==> src/rtl/mem_port_arbiter_pkg.sv <==
// rtl/mem_port_arbiter_pkg.sv - shared encodings and latency limits for the memory port arbiter
package mem_port_arbiter_pkg;

  typedef enum logic [1:0] {
    IDLE  = 2'd0,
    ISSUE = 2'd1,
    WAIT  = 2'd2,
    RESP  = 2'd3
  } arb_state_t;

  localparam logic OWN_I = 1'b0;
  localparam logic OWN_D = 1'b1;

  localparam int MEM_LAT_MIN = 1;
  localparam int MEM_LAT_MAX = 15;

  function automatic bit mem_lat_ok(input int lat);
    return (lat >= MEM_LAT_MIN) && (lat <= MEM_LAT_MAX);
  endfunction

endpackage

==> src/rtl/mem_port_arbiter_if.sv <==
// rtl/mem_port_arbiter_if.sv - requester, memory and status signals of the memory port arbiter
interface mem_port_arbiter_if #(
  parameter int AW = 32,
  parameter int DW = 32
);
  logic          i_req;
  logic [AW-1:0] i_addr;
  logic          i_ready;
  logic [DW-1:0] i_rdata;
  logic          d_req;
  logic          d_we;
  logic [AW-1:0] d_addr;
  logic [DW-1:0] d_wdata;
  logic          d_ready;
  logic [DW-1:0] d_rdata;
  logic          mem_en;
  logic          mem_we;
  logic [AW-1:0] mem_addr;
  logic [DW-1:0] mem_wdata;
  logic [DW-1:0] mem_rdata;
  logic          busy;
  logic          owner;

  modport slave (
    input  i_req, i_addr, d_req, d_we, d_addr, d_wdata, mem_rdata,
    output i_ready, i_rdata, d_ready, d_rdata,
    output mem_en, mem_we, mem_addr, mem_wdata, busy, owner
  );

  modport master (
    output i_req, i_addr, d_req, d_we, d_addr, d_wdata, mem_rdata,
    input  i_ready, i_rdata, d_ready, d_rdata,
    input  mem_en, mem_we, mem_addr, mem_wdata, busy, owner
  );
endinterface

==> src/rtl/mem_port_arbiter.sv <==
// rtl/mem_port_arbiter.sv - shares one memory port between fetch and data requesters
// One transaction at a time: IDLE -> ISSUE -> WAIT (MEM_LAT cycles) -> RESP, round-robin on ties.
module mem_port_arbiter
  import mem_port_arbiter_pkg::*;
#(
  parameter int AW      = 32,
  parameter int DW      = 32,
  parameter int MEM_LAT = 1
) (
  input  logic              clk,
  input  logic              rst,
  mem_port_arbiter_if.slave bus
);

  localparam bit         LAT_OK = mem_lat_ok(MEM_LAT);
  localparam logic [3:0] LAT4   = 4'(MEM_LAT);

  if (!LAT_OK) begin : g_bad_lat
    $error("mem_port_arbiter: MEM_LAT out of range 1..15");
  end

  arb_state_t    r_state;
  logic [3:0]    r_cnt;
  logic          r_last_grant;
  logic          r_owner;
  logic          r_we;
  logic [AW-1:0] r_addr;
  logic [DW-1:0] r_wdata;
  logic          r_mem_en;
  logic          r_mem_we;
  logic          r_i_ready;
  logic          r_d_ready;
  logic [DW-1:0] r_i_rdata;
  logic [DW-1:0] r_d_rdata;
  logic          r_busy;
  logic          w_grant_d;

  // Data wins when it is the only requester, or on a tie when fetch went last.
  assign w_grant_d = bus.d_req && (!bus.i_req || (r_last_grant == OWN_I));

  always_ff @(posedge clk) begin
    if (rst) begin
      r_state      <= IDLE;
      r_cnt        <= '0;
      r_last_grant <= OWN_D;
      r_owner      <= OWN_I;
      r_we         <= 1'b0;
      r_addr       <= '0;
      r_wdata      <= '0;
      r_mem_en     <= 1'b0;
      r_mem_we     <= 1'b0;
      r_i_ready    <= 1'b0;
      r_d_ready    <= 1'b0;
      r_i_rdata    <= '0;
      r_d_rdata    <= '0;
      r_busy       <= 1'b0;
    end else begin
      r_mem_en  <= 1'b0;
      r_mem_we  <= 1'b0;
      r_i_ready <= 1'b0;
      r_d_ready <= 1'b0;
      case (r_state)
        IDLE: begin
          if (bus.i_req || bus.d_req) begin
            r_owner      <= w_grant_d;
            r_last_grant <= w_grant_d;
            r_addr       <= w_grant_d ? bus.d_addr : bus.i_addr;
            r_wdata      <= w_grant_d ? bus.d_wdata : '0;
            r_we         <= w_grant_d & bus.d_we;
            r_mem_en     <= 1'b1;
            r_mem_we     <= w_grant_d & bus.d_we;
            r_busy       <= 1'b1;
            r_state      <= ISSUE;
          end
        end
        ISSUE: begin
          r_cnt   <= LAT4;
          r_state <= WAIT;
        end
        WAIT: begin
          r_cnt <= r_cnt - 4'd1;
          if (r_cnt == 4'd1) begin
            if (!r_we) begin
              if (r_owner == OWN_D) r_d_rdata <= bus.mem_rdata;
              else                  r_i_rdata <= bus.mem_rdata;
            end
            r_d_ready <= (r_owner == OWN_D);
            r_i_ready <= (r_owner == OWN_I);
            r_state   <= RESP;
          end
        end
        RESP: begin
          r_busy  <= 1'b0;
          r_state <= IDLE;
        end
        default: r_state <= IDLE;
      endcase
    end
  end

  assign bus.i_ready   = r_i_ready;
  assign bus.i_rdata   = r_i_rdata;
  assign bus.d_ready   = r_d_ready;
  assign bus.d_rdata   = r_d_rdata;
  assign bus.mem_en    = r_mem_en;
  assign bus.mem_we    = r_mem_we;
  assign bus.mem_addr  = r_addr;
  assign bus.mem_wdata = r_wdata;
  assign bus.busy      = r_busy;
  assign bus.owner     = r_owner;

endmodule

==> src/flat_wrapper.sv <==
// flat-port wrapper written by rule: the top's interface ports become plain ports
module mem_port_arbiter_flat import mem_port_arbiter_pkg::*;
#(
  parameter int AW      = 32,
  parameter int DW      = 32,
  parameter int MEM_LAT = 1
)
  (clk, rst, bus_i_req, bus_i_addr, bus_d_req, bus_d_we, bus_d_addr, bus_d_wdata, bus_mem_rdata, bus_i_ready, bus_i_rdata, bus_d_ready, bus_d_rdata, bus_mem_en, bus_mem_we, bus_mem_addr, bus_mem_wdata, bus_busy, bus_owner);
  mem_port_arbiter_if #(.AW(AW), .DW(DW)) bus_i ();
  input  logic clk;
  input  logic rst;
  input wire logic [$bits(bus_i.i_req)-1:0] bus_i_req;
  input wire logic [$bits(bus_i.i_addr)-1:0] bus_i_addr;
  input wire logic [$bits(bus_i.d_req)-1:0] bus_d_req;
  input wire logic [$bits(bus_i.d_we)-1:0] bus_d_we;
  input wire logic [$bits(bus_i.d_addr)-1:0] bus_d_addr;
  input wire logic [$bits(bus_i.d_wdata)-1:0] bus_d_wdata;
  input wire logic [$bits(bus_i.mem_rdata)-1:0] bus_mem_rdata;
  output wire logic [$bits(bus_i.i_ready)-1:0] bus_i_ready;
  output wire logic [$bits(bus_i.i_rdata)-1:0] bus_i_rdata;
  output wire logic [$bits(bus_i.d_ready)-1:0] bus_d_ready;
  output wire logic [$bits(bus_i.d_rdata)-1:0] bus_d_rdata;
  output wire logic [$bits(bus_i.mem_en)-1:0] bus_mem_en;
  output wire logic [$bits(bus_i.mem_we)-1:0] bus_mem_we;
  output wire logic [$bits(bus_i.mem_addr)-1:0] bus_mem_addr;
  output wire logic [$bits(bus_i.mem_wdata)-1:0] bus_mem_wdata;
  output wire logic [$bits(bus_i.busy)-1:0] bus_busy;
  output wire logic [$bits(bus_i.owner)-1:0] bus_owner;
  assign bus_i.i_req = bus_i_req;
  assign bus_i.i_addr = bus_i_addr;
  assign bus_i.d_req = bus_d_req;
  assign bus_i.d_we = bus_d_we;
  assign bus_i.d_addr = bus_d_addr;
  assign bus_i.d_wdata = bus_d_wdata;
  assign bus_i.mem_rdata = bus_mem_rdata;
  assign bus_i_ready = bus_i.i_ready;
  assign bus_i_rdata = bus_i.i_rdata;
  assign bus_d_ready = bus_i.d_ready;
  assign bus_d_rdata = bus_i.d_rdata;
  assign bus_mem_en = bus_i.mem_en;
  assign bus_mem_we = bus_i.mem_we;
  assign bus_mem_addr = bus_i.mem_addr;
  assign bus_mem_wdata = bus_i.mem_wdata;
  assign bus_busy = bus_i.busy;
  assign bus_owner = bus_i.owner;
  mem_port_arbiter #(.AW(AW), .DW(DW), .MEM_LAT(MEM_LAT)) u_core (.clk(clk), .rst(rst), .bus(bus_i));
endmodule
==> config.mk <==
export PLATFORM = sky130hd
export DESIGN_NAME = mem_port_arbiter_flat
export DESIGN_NICKNAME = d
export VERILOG_FILES = /design/src/rtl/mem_port_arbiter_pkg.sv /design/src/rtl/mem_port_arbiter_if.sv /design/src/rtl/mem_port_arbiter.sv /design/src/flat_wrapper.sv
export SDC_FILE = /design/constraint.sdc
export NUM_CORES = 1
export LEC_CHECK = 0
export CAP_MARGIN = 5
export CORE_MARGIN = 5
export CORE_UTILIZATION = 44
export DETAILED_ROUTE_END_ITERATION = 7
export GPL_TIMING_DRIVEN = 1
export PLACE_DENSITY = 0.95
export SLEW_MARGIN = 25
export SYNTH_ARGS = -nofsm -noshare
export SYNTH_HDL_FRONTEND = slang
export SYNTH_SLANG_ARGS = --single-unit
==> constraint.sdc <==
create_clock -name clk -period 4.8 [get_ports clk]
set_clock_uncertainty 0.15 [all_clocks]
set_input_delay 0.72 -clock clk [delete_from_list [all_inputs] [get_ports clk]]
set_output_delay 0.72 -clock clk [all_outputs]
set_load 0.01 [all_outputs]
After elaboration in Yosys (flattened, before gate mapping)
Cells that the tools add are included.
W data, S select, Z words.
{ "classes": {"add_sub_neg": 1, "n_mul": 0, "n_div": 0, "n_lt_le_gt_ge": 0, "n_eq_ne": 6, "shifts": 0, "mux": 9, "bitwise_logic": 8, "reduce_logical": 15} }
{ "op_table": {"columns": ["op", "n"], "rows": [
  ["$mux W32", 2],
  ["$pmux W2 S4", 1],
  ["$pmux W4 S2", 1],
  ["$reduce_and A4 Y1", 2],
  ["$not A1 Y1", 7],
  ["$reduce_and A2 Y1", 3],
  ["$reduce_or A3 Y1", 2],
  ["$eq A2 B2 Y1 const B", 2],
  ["$eq A4 B1 Y1 const B", 1],
  ["$mux W2", 2],
  ["$ne A2 B1 Y1 const B", 2],
  ["$reduce_bool A2 Y1", 2],
  ["$sub A4 B1 Y4 const B", 1],
  ["$eq A2 B1 Y1 const B", 1],
  ["$logic_not A2 Y1", 1],
  ["$logic_or A1 B1 Y1", 2],
  ["$mux W1", 2],
  ["$pmux W1 S2", 1],
  ["$reduce_or A2 Y1", 1],
  ["$and A1 B1 Y1", 1],
  ["$logic_and A1 B1 Y1", 1],
  ["$logic_not A1 Y1", 1]
]} }
{ "word_totals": {"regBits": 142, "latchBits": 0, "ramBits": 0, "mem_bits_ro": 0, "input_bits": 133, "output_inout_bits": 134, "wordCells": 53, "mem_count": 0} }

Longest topological paths before layout
Gate-level depths: netlist (run 1).
{ "logic_depth": {"ltp_word": 4, "mapped_depth": 8, "depth_no_buf": 5} }

Worst setup path before layout (run 1)
Ideal clock, no wire load.
{ "synth_path": {"path_type": "input-to-reg", "from": "in rst", "to": "reg u_core.r_addr[20], in the netlist u_core.bus.mem_addr[20]", "setup_time_ns": 0.138, "arrival_time_ns": 1.590, "t_required_ns": 4.512, "setup_slack_ns": 2.922, "cell_stages": 4, "path_buffers": 3, "path_cell_list": "clkbuf_1 > clkbuf_1 > buf_1 > a211oi_1"} }
{ "synth_rtl": {"columns": ["element", "line_no", "source"], "rows": [
  ["from (decl)", "flat_wrapper.sv:11", "input logic rst;"],
  ["to (signal assigned)", "mem_port_arbiter.sv:67", "r_addr <= w_grant_d ? bus.d_addr : bus.i_addr;"],
  ["to (decl)", "mem_port_arbiter.sv:27", "logic [AW-1:0] r_addr;"]
]} }
No word-level cell between the ends.

Final worst setup path (run 1)
{ "layout_path": {"from": "reg u_core.r_state[0]", "to": "reg u_core.r_addr[18], in the netlist u_core.bus.mem_addr[18]"} }
{ "layout_via": {"elab_chain_cells": 2} }
{ "layout_lines": {"columns": ["element", "line_no", "source"], "rows": [
  ["from (decl)", "mem_port_arbiter.sv:22", "arb_state_t r_state;"],
  ["from (signal assigned)", "mem_port_arbiter.sv:43", "r_state <= IDLE;"],
  ["from (signal assigned)", "mem_port_arbiter.sv:73", "r_state <= ISSUE;"],
  ["from (signal assigned)", "mem_port_arbiter.sv:78", "r_state <= WAIT;"],
  ["$logic_not A2 Y1", "mem_port_arbiter.sv:62", "case (r_state)"],
  ["$reduce_and A2 Y1 (no line)", null, null]
]} }
No other way between the ends.
A chain may end at the register's enable or synchronous reset.

==> results of run 1 <==
## synthesized netlist by cell type (all sizes together)
library cell    n
dfxtp         142
mux2i          96
nor2           67
nand2          60
nand2b         41
a211oi         33
a32oi          32
clkbuf         26
buf            23
inv             7
a21oi           6
ha              6
o21ai           4
nand3           2
nand3b          2
nand4b          2
nor3            2
nor4            2
nor4b           2
a2111oi         1
a21boi          1
a21o            1
a31o            1
and3            1
nor2b           1
nor3b           1
o21a            1
o22ai           1
o31a            1
or3b            1
or4             1
or4b            1
## logic make-up after synthesis
kind of cell             after synthesis  synth area share [%]
buffers and inverters                 56                  5.12
AO/OA/AOI/OAI                         82                  11.2
multiplexers                          96                  16.9
adder cells (fa/ha/maj)                6                  1.32
AND/OR/NAND/NOR                      186                  15.6
flip-flops                           142                  49.9
## placed cells by master, fill, tap and decap left out, types with 2 or more instances in the layout
cell | netlist | final
nor2_1 | 67 | 67
o21ai_0 | 3 | 3
dfxtp_1 | 142 | 142
ha_1 | 6 | 6
clkdlybuf4s50_1 | 0 | 265
clkbuf_1 | 26 | 3
nand2b_1 | 41 | 41
a211oi_1 | 33 | 33
clkbuf_16 | 0 | 17
a32oi_1 | 32 | 32
inv_1 | 7 | 7
nor3_1 | 2 | 2
mux2i_1 | 96 | 96
nand3_1 | 2 | 2
a21oi_1 | 6 | 6
clkinv_2 | 0 | 4
nand4b_1 | 2 | 2
buf_4 | 4 | 8
bufinv_16 | 0 | 3
nand2_1 | 60 | 60
## metrics by stage
step / instances / area (um2) / hold slack (ns) / total power (uW)
3_5_place_dp: 965 / 8410 / 0.298 / 2730
3_3_place_gp: 965 / 8410 / 0.292 / 2700
5_1_grt: 994 / 8980 / 0.319 / 4190
6_report: 994 / 8980 / 0.302 / 4000
4_1_cts: 994 / 8980 / 0.307 / 4030
2_1_floorplan: 568 / 5700 / 0.287 / 2170
## sequential cells by signal (all words and copies together), names as in the netlist
name,flops
u_core.bus.d_ready,1
u_core.r_last_grant,1
u_core.r_cnt,4
u_core.bus.busy,1
u_core.bus.owner,1
u_core.bus.mem_wdata,32
u_core.bus.d_rdata,32
u_core.bus.mem_en,1
u_core.bus.i_ready,1
u_core.r_we,1
u_core.r_state,2
u_core.bus.mem_addr,32
u_core.bus.mem_we,1
u_core.bus.i_rdata,32
## layout make-up
class	instances	area [um2]	share of cell area (%)
Clock buffer	21	450	5.02
Clock inverter	8	118	1.31
Inverter	7	26.3	0.293
Multi-Input combinational cell	370	2590	28.9
Sequential cell	142	2840	31.7
Tap cell	172	215	2.40
Timing Repair Buffer	274	2730	30.4
## worst max path at each step
stage	start	end	slack, ns	depth (start not counted)
floorplan	rst	u_core.bus.mem_addr[20]	2.92	4
global placement	bus_i_req	u_core.bus.mem_addr[6]	1.96	5
detailed placement	bus_i_req	u_core.bus.mem_addr[18]	1.86	5
CTS	u_core.r_state[0]	u_core.bus.mem_addr[18]	2.19	7
global route	u_core.r_state[0]	u_core.bus.mem_addr[18]	1.97	7
finish	u_core.r_state[0]	u_core.bus.mem_addr[18]	2.20	7
## routing by layer
layer	GRT usage [%]	wire length, um	vias up
met5	0	0	-
met4	9.20	437	0
met3	10.6	2160	31
met2	37.9	8590	239
met1	23.7	6620	2437
li1	-	-	2478
## critical path: cells and delay by family, from the launching register on
family	cells	cell delay, ns
flip-flops	1	0.31
buffers and inverters	3	0.89
AND/OR/NAND/NOR	1	0.07
AO/OA/AOI/OAI	2	0.90
adder cells (fa/ha/maj)	1	0.17
## power breakdown
part | internal [uW] | switching (uW)
sequential | 1360 | 112
combinational | 603 | 641
clock | 817 | 468
total | 2780 | 1220
==> reports/metrics.yaml, run 1 <==
root_buffer: "clkbuf_16"
cpMaxStageDelayCell: "o21a_2"
syn-num-nets: 707
synth-seq-cells: 142
die-area_um2: 15300
hp-class: "reg -> reg"
report.final.setup_viol: 0
status: "completed"
tightestPinTransition_ns: 0.738
drive_gt1_share_pct: 5.60
ys_top_cells_by_area: "dfxtp_1 (50%), mux2i_1 (17%), a32oi_1 (4.9%)"
postSynthAreaPerCell_um2: 10.0
vias: 5185
dp_hpwl_um: 12800
cap_violations: 0
crit_required_ns: 4.97
synth_area_um2: 5700
cts_buffers: 17
ctsResizeCount: 0
grt_pass1_vias: 5224
crit_top_cell: "buf_4"
clk_latency_ns: 0.41
clk_pin_slew_ns: 0.05
crit_chain: "inv_1, ha_1, buf_4, o21a_2, buf_4, nor2_1, a211oi_1"
gp_congestion: 0.767
drc: 0
critPathKind: "reg -> reg"
relSlewSlack_pct: 50.8
r2r_cells: 7
final_core_utilization_pct: 70.9
fillCellCount: 862
grtUsageTotal_pct: 22.3
synth_cell_types: 39
ir_drop_v: 0.000272
yosys.area.top_type: "dfxtp_1"
yosys_warnings: 0
wirelength_um: 17800
synthCells: 568
power.leakage_uw: 0.00348
place_ws_ns: 1.86
initial_core_util_pct: 45.0
area_growth_pct: 57.6
finalCritPeriodShare_pct: 54.3
grt-ovfl-total: 0
die_h_um: 124
clock-sinks: 142
reg2reg_slack_ns: 2.20
hold_viol_final: 0
r2r_end: "u_core.bus.mem_addr[18]"
ios: 267
htree_levels: 4
core_um2: 12700
post_cts_buffers: 0
min_from: "u_core.bus.i_rdata[8]"
drtIter0Drc: 352
holdPathStages: 2
final_max_slew_viol_count: 0
num_antenna_cells: 0
fin_crit_ns: 2.60
clockBufferDepth: 2
r2r-start: "u_core.r_state[0]"
worstPathMaxFanout: 36
fmax_ghz: 0.384
worstPathArrival_ns: 2.78
routedWlPerCell_um: 17.9
end_kind: "register"
setup_ws_ns: 2.20
synth_top_area_share_pct: 49.9
rows: 41
rsz0062_at_grt: "no"
tns_ns: 0
cts_hold_buf: 0
drtPass1Iterations: 4
cp-start-kind: "register"
cp_slowest_stage_delay_ns: 0.67
power_per_cell_area_nw_per_um2: 445
nNetsFinal: 951
grt_max_degree: 69
antenna_found_initial: 0
yosysSeqAreaShare_pct: 49.9
die_width_um: 124
via_per_inst: 5.22
io_buffer_count: 266
drtAntennaViolNets: 0
grt_pass1_wl_um: 26500
cts_tree: "yes"
whs_endpoint: "u_core.bus.i_rdata[8]"
Power figures use the tool's default switching activity.
==> run 2: changes to the inputs <==
--- a/config.mk
+++ b/config.mk
@@ -7,10 +7,10 @@
 export LEC_CHECK = 0
 export CAP_MARGIN = 5
 export CORE_MARGIN = 5
-export CORE_UTILIZATION = 44
+export CORE_UTILIZATION = 37
 export DETAILED_ROUTE_END_ITERATION = 7
 export GPL_TIMING_DRIVEN = 1
-export PLACE_DENSITY = 0.95
+export PLACE_DENSITY = 0.87
 export SLEW_MARGIN = 25
 export SYNTH_ARGS = -nofsm -noshare
 export SYNTH_HDL_FRONTEND = slang
==> constraint.sdc (replaced) <==
create_clock -name clk -period 2.11 [get_ports clk]
set_clock_uncertainty 0.15 [all_clocks]
set_input_delay 0.3165 -clock clk [delete_from_list [all_inputs] [get_ports clk]]
set_output_delay 0.3165 -clock clk [all_outputs]
set_load 0.01 [all_outputs]
==> run 2 against run 1 <==
  * Sequential cell count unchanged
  * Combinational power increased by 140%
  * Final area increased by 2.3%
==> reports/metrics.yaml, run 2 (same netlist as run 1, synthesis figures left out) <==
crit_start: "u_core.bus.owner"
grt_max_degree: 70
cap_violations: 0
path_buf_inv: 1
critical_path.top_delay_family: "buffers and inverters"
ir_drop_v: 0.000503
cts_tree: "yes"
grt_pass1_wl_um: 26200
stdcell_count: 1019
grtUsageTotal_pct: 18.2
dp_hpwl_um: 12300
grt_pass1_vias: 5146
antenna_found_initial: 0
clockBufferDepth: 2
mostFrequentLayoutCells: "clkdlybuf4s50_1 (265), dfxtp_1 (142), mux2i_1 (96), nor2_1 (67), nand2_1 (60)"
gp_congestion: 0.749
io_buffer_count: 266
cts_hold_buf: 0
end_kind: "output pin"
power_per_cell_area_nw_per_um2: 1020
cts_buffers: 17
report.final.setup_viol: 0
die_h_um: 134
relSlewSlack_pct: 65.6
crit_end: "bus_owner"
core_um2: 15100
grt-ovfl-total: 0
root_buffer: "clkbuf_16"
worstPathArrival_ns: 1.54
final_common_cell: "clkdlybuf4s50_1"
drtPass1Iterations: 4
num_antenna_cells: 0
status: "completed"
crit_chain: "clkdlybuf4s50_1"
vias: 5033
finalCritPeriodShare_pct: 95.3
dp.cells: 988
ctsResizeCount: 0
ios: 267
area_growth_pct: 61.2
r2r_end: "u_core.bus.i_rdata[16]"
worstPathMaxFanout: 8
r2r_cells: 4
die-area_um2: 18000
drive_gt1_share_pct: 6.86
cp_slowest_stage_delay_ns: 0.63
drc: 0
cp-start-kind: "register"
die_width_um: 134
clk_pin_slew_ns: 0.06
fin_crit_ns: 2.01
final_max_slew_viol_count: 0
clk_latency_ns: 0.41
reg2reg_slack_ns: 0.18
wirelength_um: 16700
cpMaxStageDelayCell: "clkdlybuf4s50_1"
htree_levels: 4
tightestPinTransition_ns: 0.516
rsz0062_at_grt: "no"
clock-sinks: 142
crit_cells: 1
hold_ws_ns: 0.258
final_design_area_no_fill_um2: 9190
hold_viol_final: 0
nNetsFinal: 958
r2r-start: "u_core.r_cnt[0]"
post_cts_buffers: 0
power.leakage_uw: 0.00355
tns_ns: 0
drtAntennaViolNets: 0
dpl_cell_area_um2: 8560
via_per_inst: 4.94
hp-class: "in -> reg"
fmax_ghz: 0.497
rows: 45
drtIter0Drc: 147
crit_required_ns: 1.64
initial_core_util_pct: 37.6
critPathKind: "reg -> out"
routedWlPerCell_um: 16.4
## run 2: area by class of cell
type,instances,area (um2)
tap,188,235
fill,1245,5960
multi-input combinational,370,2590
timing repair buffer,281,2860
inverter,7,26.3
clock inverter,8,129
clock buffer,23,498
sequential,142,2840
## run 2: how the worst min path moves through the flow
stage,startpoint,to,depth (start not counted)
3_3_place_gp,u_core.bus.d_rdata[11],u_core.bus.d_rdata[11],2
3_5_place_dp,u_core.bus.d_rdata[13],u_core.bus.d_rdata[13],2
6_report,rst,u_core.r_cnt[1],3
2_1_floorplan,u_core.r_last_grant,u_core.r_last_grant,2
5_1_grt,rst,u_core.bus.mem_wdata[17],3
4_1_cts,rst,u_core.bus.busy,3
## run 2: metal layers
layer  routed length [um]  GRT usage, %  vias up
met2                 8000          30.4      197
met4                  167          4.69        0
met3                 1620          8.29       14
li1                     -             -     2492
met5                    0             0        -
met1                 6910          21.4     2330
## run 2: metrics by stage
stage / util, % / total power (uW) / setup slack, ns
2_1_floorplan: - / 4930 / 0.263
3_3_place_gp: 56.5 / 6290 / 0.166
3_5_place_dp: 56.5 / 6330 / 0.104
4_1_cts: 60.7 / 9510 / 0.0455
6_report: 60.7 / 9390 / 0.0986
5_1_grt: 60.7 / 9910 / 0.0257
## run 2: power by group
part           switching (uW)  internal [uW]
Clock                    1120           2020
Sequential                242           3080
Combinational            1440           1490
Total                    2810           6590
